===== src/rtl/svn_seg_pkg.sv =====
// Shared constants for the seven-segment scan driver.
// Segment patterns are active-low {a,b,c,d,e,f,g}.
package svn_seg_pkg;

    localparam logic [6:0] SEG_0     = 7'b0000001;
    localparam logic [6:0] SEG_1     = 7'b1001111;
    localparam logic [6:0] SEG_2     = 7'b0010010;
    localparam logic [6:0] SEG_3     = 7'b0000110;
    localparam logic [6:0] SEG_4     = 7'b1001100;
    localparam logic [6:0] SEG_5     = 7'b0100100;
    localparam logic [6:0] SEG_6     = 7'b0100000;
    localparam logic [6:0] SEG_7     = 7'b0001111;
    localparam logic [6:0] SEG_8     = 7'b0000000;
    localparam logic [6:0] SEG_9     = 7'b0000100;
    localparam logic [6:0] SEG_A     = 7'b0001000;
    localparam logic [6:0] SEG_B     = 7'b1100000;
    localparam logic [6:0] SEG_C     = 7'b0110001;
    localparam logic [6:0] SEG_D     = 7'b1000010;
    localparam logic [6:0] SEG_E     = 7'b0110000;
    localparam logic [6:0] SEG_F     = 7'b0111000;
    localparam logic [6:0] SEG_BLANK = 7'b1111111;

    function automatic int width_of(input int n);
        return (n > 1) ? $clog2(n) : 1;
    endfunction

endpackage


===== src/rtl/svn_seg_dec.sv =====
// Nibble to active-low segment pattern; codes 10-15 blank
// unless HEX_MODE is set.
module svn_seg_dec
    import svn_seg_pkg::*;
#(
    parameter bit HEX_MODE = 1'b0
) (
    input  logic [3:0] nib,
    output logic [6:0] seg
);

    always_comb begin
        seg = SEG_BLANK;
        case (nib)
            4'h0: seg = SEG_0;
            4'h1: seg = SEG_1;
            4'h2: seg = SEG_2;
            4'h3: seg = SEG_3;
            4'h4: seg = SEG_4;
            4'h5: seg = SEG_5;
            4'h6: seg = SEG_6;
            4'h7: seg = SEG_7;
            4'h8: seg = SEG_8;
            4'h9: seg = SEG_9;
            4'hA: seg = HEX_MODE ? SEG_A : SEG_BLANK;
            4'hB: seg = HEX_MODE ? SEG_B : SEG_BLANK;
            4'hC: seg = HEX_MODE ? SEG_C : SEG_BLANK;
            4'hD: seg = HEX_MODE ? SEG_D : SEG_BLANK;
            4'hE: seg = HEX_MODE ? SEG_E : SEG_BLANK;
            4'hF: seg = HEX_MODE ? SEG_F : SEG_BLANK;
        endcase
    end

endmodule


===== src/rtl/svn_seg_mux.sv =====
// Time-multiplexed N-digit common-anode driver with dead time,
// shadowed digit data and leading-zero blanking.
module svn_seg_mux
    import svn_seg_pkg::*;
#(
    parameter int NUM_DIGITS  = 4,
    parameter int CLK_DIV     = 50000,
    parameter int DEAD_CYCLES = 2,
    parameter bit HEX_MODE    = 1'b0
) (
    input  logic                    CLK,
    input  logic                    RST,
    input  logic [4*NUM_DIGITS-1:0] D,
    input  logic [NUM_DIGITS-1:0]   DP,
    input  logic                    LOAD,
    input  logic                    LZ_EN,
    output logic [7:0]              SEG,
    output logic [NUM_DIGITS-1:0]   AN
);

    localparam int PW = width_of(CLK_DIV);
    localparam int IW = width_of(NUM_DIGITS);
    localparam logic [PW-1:0] PRE_LAST = PW'(CLK_DIV - 1);
    localparam logic [IW-1:0] IDX_LAST = IW'(NUM_DIGITS - 1);

    logic [PW-1:0]           pre;
    logic [IW-1:0]           idx;
    logic [4*NUM_DIGITS-1:0] d_q;
    logic [NUM_DIGITS-1:0]   dp_q;
    logic                    lz_q;

    logic                    upper_zero;
    logic [NUM_DIGITS-1:0]   lz_mask;
    logic [3:0]              nib;
    logic                    dp_cur;
    logic                    blank_cur;
    logic [6:0]              glyph;
    logic                    dead;
    logic [NUM_DIGITS-1:0]   an_d;

    always_ff @(posedge CLK) begin
        if (RST) begin
            pre <= '0;
            idx <= '0;
        end else if (pre == PRE_LAST) begin
            pre <= '0;
            idx <= (idx == IDX_LAST) ? '0 : idx + 1'b1;
        end else begin
            pre <= pre + 1'b1;
        end
    end

    always_ff @(posedge CLK) begin
        if (RST) begin
            d_q  <= '0;
            dp_q <= '0;
            lz_q <= 1'b0;
        end else if (LOAD) begin
            d_q  <= D;
            dp_q <= DP;
            lz_q <= LZ_EN;
        end
    end

    // Walk from the leftmost digit down; a digit blanks only
    // while every nibble at or above it is zero.
    always_comb begin
        upper_zero = 1'b1;
        lz_mask    = '0;
        for (int k = NUM_DIGITS - 1; k >= 0; k--) begin
            upper_zero = upper_zero & (d_q[4*k +: 4] == 4'h0);
            lz_mask[k] = lz_q & upper_zero & (k != 0);
        end
    end

    always_comb begin
        nib       = '0;
        dp_cur    = 1'b0;
        blank_cur = 1'b0;
        for (int k = 0; k < NUM_DIGITS; k++) begin
            if (idx == IW'(k)) begin
                nib       = d_q[4*k +: 4];
                dp_cur    = dp_q[k];
                blank_cur = lz_mask[k];
            end
        end
    end

    svn_seg_dec #(
        .HEX_MODE(HEX_MODE)
    ) u_dec (
        .nib(nib),
        .seg(glyph)
    );

    assign dead = int'(pre) < DEAD_CYCLES;

    always_comb begin
        an_d = '1;
        for (int k = 0; k < NUM_DIGITS; k++) begin
            an_d[k] = !((idx == IW'(k)) && !dead);
        end
    end

    always_ff @(posedge CLK) begin
        if (RST) begin
            SEG <= 8'hFF;
            AN  <= '1;
        end else begin
            SEG <= {blank_cur ? SEG_BLANK : glyph, ~dp_cur};
            AN  <= an_d;
        end
    end

endmodule


===== config.mk =====
export PLATFORM = sky130hd
export DESIGN_NAME = svn_seg_mux
export DESIGN_NICKNAME = d
export VERILOG_FILES = /design/src/rtl/svn_seg_pkg.sv /design/src/rtl/svn_seg_dec.sv /design/src/rtl/svn_seg_mux.sv
export SDC_FILE = /design/constraint.sdc
export NUM_CORES = 1
export LEC_CHECK = 0
export BUFFER_PORTS_ARGS = -buffer_cell sky130_fd_sc_hd__buf_2
export CAP_MARGIN = 20
export CORE_MARGIN = 5
export CORE_UTILIZATION = 52
export CTS_BUF_LIST = sky130_fd_sc_hd__clkbuf_8
export DETAILED_ROUTE_END_ITERATION = 6
export PLACE_DENSITY = 0.74
export SLEW_MARGIN = 20
export SYNTH_ARGS = -nofsm -noshare
export SYNTH_HDL_FRONTEND = slang
export SYNTH_HIERARCHICAL = 1
export SYNTH_SLANG_ARGS = --single-unit

===== constraint.sdc =====
create_clock -name CLK -period 3.6 [get_ports CLK]
set_input_delay 0.18 -clock CLK [delete_from_list [all_inputs] [get_ports CLK]]
set_output_delay 0.18 -clock CLK [all_outputs]
set_load 0.02 [all_outputs]

==> out/metrics.cfg <==
[pwr]
p_switching_uw=265
p_int_uw=917
seqPwrFrac=0.512
pwr_density_cell_nw_per_um2=446
swShare=0.224
combPwrFrac=0.100
power.leakage_nw=1.06
p_clk_frac=0.388
peakVddDrop_uv=194

[clock_tree]
cts.sink_count=51
numCtsBuffers=5
clk_path_buf_depth=2
clk_pin_slew_ns=0.09
cts-resized-gates=0
worstSkewPairLatency_ns=0.31
cts_tree=built
htree_levels=2
post-cts-setup-buffer-count=0
cts-root-buf=clkbuf_8
holdBufCountCts=0

[drt]
wirelength_um=4540
ant_nets=0
vias=1868
drcViolationCount=0
wl_per_cell_um=12.9
via_per_inst=5.32
dr.pass1.iters=6
drt_iter0_drc=107

[worst_setup_path]
startpoint_type=register
worst-path-buf-inv=2
crit_fanout=12
worst_path_largest_cell_delay_ns=0.49
critPathSlowestCell=o21ai_0
cp_num_cells=12
cp_cell_sequence=inv_1 > ha_1 > nand3b_1 > a21oi_1 > a21oi_1 > o21ai_0 > inv_1 > ha_1 > or2_1 > a21oi_2 > a31oi_1 > or3_1
endpoint_kind=register
critPathRequiredTime_ns=3.79
cp.arrival_ns=3.09
reg2reg_depth=12
crit_type=reg -> reg
cpLargestDelayFamily=compound AO/OA/AOI/OAI gates

[timing]
finClkSkew_ns=0.0108
fin_crit_ns=2.90
tns_ns=0
worstMarginPinSlew_ns=0.817
rsz0062_at_grt=false
finalCritPeriodShare=0.805
max_clock_freq_mhz=345
drv_slew=0
relSlewSlack=0.450
setup_viol=0
hold_violations=0

[finish]
final_area_um2=2650
nets=332
n_antenna_cell=0
final.fill_count=405
layout-drive-gt1-share=0.157
synthToLayoutAreaGrowth_pct=13.1

[min_path]
whs_path_depth=3
hp-class=in -> reg

[placed_design]
gp_congestion=0.803
dp_hpwl_um=3250
place_area_um2=2520
portBuffers=35

[global_route]
grt_use_total=0.158
grt_max_degree=36
grt_pass1_wl_um=7900
grt_pass1_vias=1841
antenna_found_initial=0
gr-total-overflow=0

[die]
coreArea_um2=4350
die_h_um=77.1
start_util=0.538
fp-row-count=24
die_w_um=77.1
pin_count=36
die-area_um2=5950

[logic_synthesis]
synth_top_area_cell=dfxtp_1
synth_flop_cell=dfxtp_1
yosys.area.top_type_share=0.436
synthCells=270
synth-seq-cells=51
syn-cell-area_um2=2340
synth_nets=304
synthTopCellsByArea=dfxtp_1, mux2i_1, nor2_1
syn_area_per_cell_um2=8.67
ys_warn_count=6
async_flop_share=0
synth_edf_count=0
yosysSeqAreaShare=0.436
synth_cell_types=33

[flow_run]
drv_cap=0

[outcome]
status=complete, no violations

cell type report:
class,instances,area (um2),area share
repair buffers,36,183,0.0689
clock inverters,3,63.8,0.0241
well taps,52,65.1,0.0246
inverters,9,33.8,0.0127
flip-flops and latches,51,1020,0.385
multi-input cells,195,1210,0.458
clock buffers,5,68.8,0.0260
power by group through the flow:
stage               logic [mW]  clock network, mW  registers [mW]
floorplan               0.0757                  0           0.626
global placement         0.116                  0           0.619
detailed placement       0.119                  0           0.619
CTS                      0.120              0.469           0.606
global route             0.133              0.493           0.610
finish                   0.118              0.459           0.606
per-stage QoR:
| step | total power, mW | worst slack [ns] | util | hold slack [ns] | instances |
|---|---|---|---|---|---|
| final | 1.18 | 0.701 | 0.609 | 0.102 | 351 |
| after global routing | 1.24 | 0.375 | 0.609 | 0.107 | 351 |
| after CTS | 1.19 | 0.685 | 0.609 | 0.100 | 351 |
| after detailed placement | 0.737 | 0.715 | 0.578 | 0.423 | 343 |
| after global placement | 0.735 | 0.858 | 0.578 | 0.412 | 343 |
| after floorplan | 0.701 | 0.923 | - | 0.284 | 270 |
cell families after synthesis:
family	share of synthesized area
compound gates	0.0775
xor+xnor	0.0524
fa+ha+maj	0.0534
buf+inv	0.0454
flops	0.436
mux	0.0897
simple gates	0.246
cell usage in the layout (no fill, tap or decap), types with 5 or more instances in the layout:
cell / count
a21oi_1: 15
buf_2: 35
clkbuf_8: 5
dfxtp_1: 51
ha_1: 10
inv_1: 10
mux2i_1: 21
nand2_1: 19
nand3_1: 10
nand3b_1: 6
nor2_1: 46
nor3_1: 5
nor4_1: 9
o21ai_0: 13
or3_1: 7
xnor2_1: 12
flip-flops by register name, summed over array words and instances, names as in the netlist:
register,cells
AN,4
lz_q,1
pre,16
dp_q,4
d_q,16
idx,2
SEG,8
layer usage:
metal / wire length (um) / part of all wire / track usage
met5: 0 / 0 / 0
met1: 2030 / 0.45 / 0.186
met2: 2230 / 0.49 / 0.279
met3: 201 / 0.044 / 0.0351
met4: 72 / 0.016 / 0.0533
final timing paths:
kind	from	end	slack, ns
max	idx[1]	SEG[4]	0.70
max reg2reg	idx[1]	SEG[4]	0.70
min reg2reg	pre[0]	pre[0]	0.47
min	D[11]	d_q[11]	0.10
worst reg2reg max path: stages, from the launching register on:
cell and delay [ns]:
dfxtp_1 0.38, inv_1 0.08, ha_1 0.29, nand3b_1 0.20
a21oi_1 0.15, a21oi_1 0.05, o21ai_0 0.49, inv_1 0.19
ha_1 0.22, or2_1 0.22, a21oi_2 0.15, a31oi_1 0.05
or3_1 0.33
cell usage after synthesis, types with 2 or more instances:
| cell | instances |
|---|---|
| nand2b_1 | 4 |
| nand3b_1 | 6 |
| clkbuf_1 | 6 |
| or3_1 | 7 |
| xnor2_1 | 12 |
| ha_1 | 10 |
| nor2_1 | 46 |
| a21oi_1 | 15 |
| nor3_1 | 5 |
| nand3_1 | 10 |
| nand4_1 | 3 |
| nand2_1 | 19 |
| o21ai_0 | 13 |
| nor4_1 | 9 |
| buf_2 | 7 |
| a31oi_1 | 2 |
| xor2_1 | 2 |
| dfxtp_1 | 51 |
| inv_1 | 9 |
| mux2i_1 | 21 |
(Power assumes the default switching activity.)
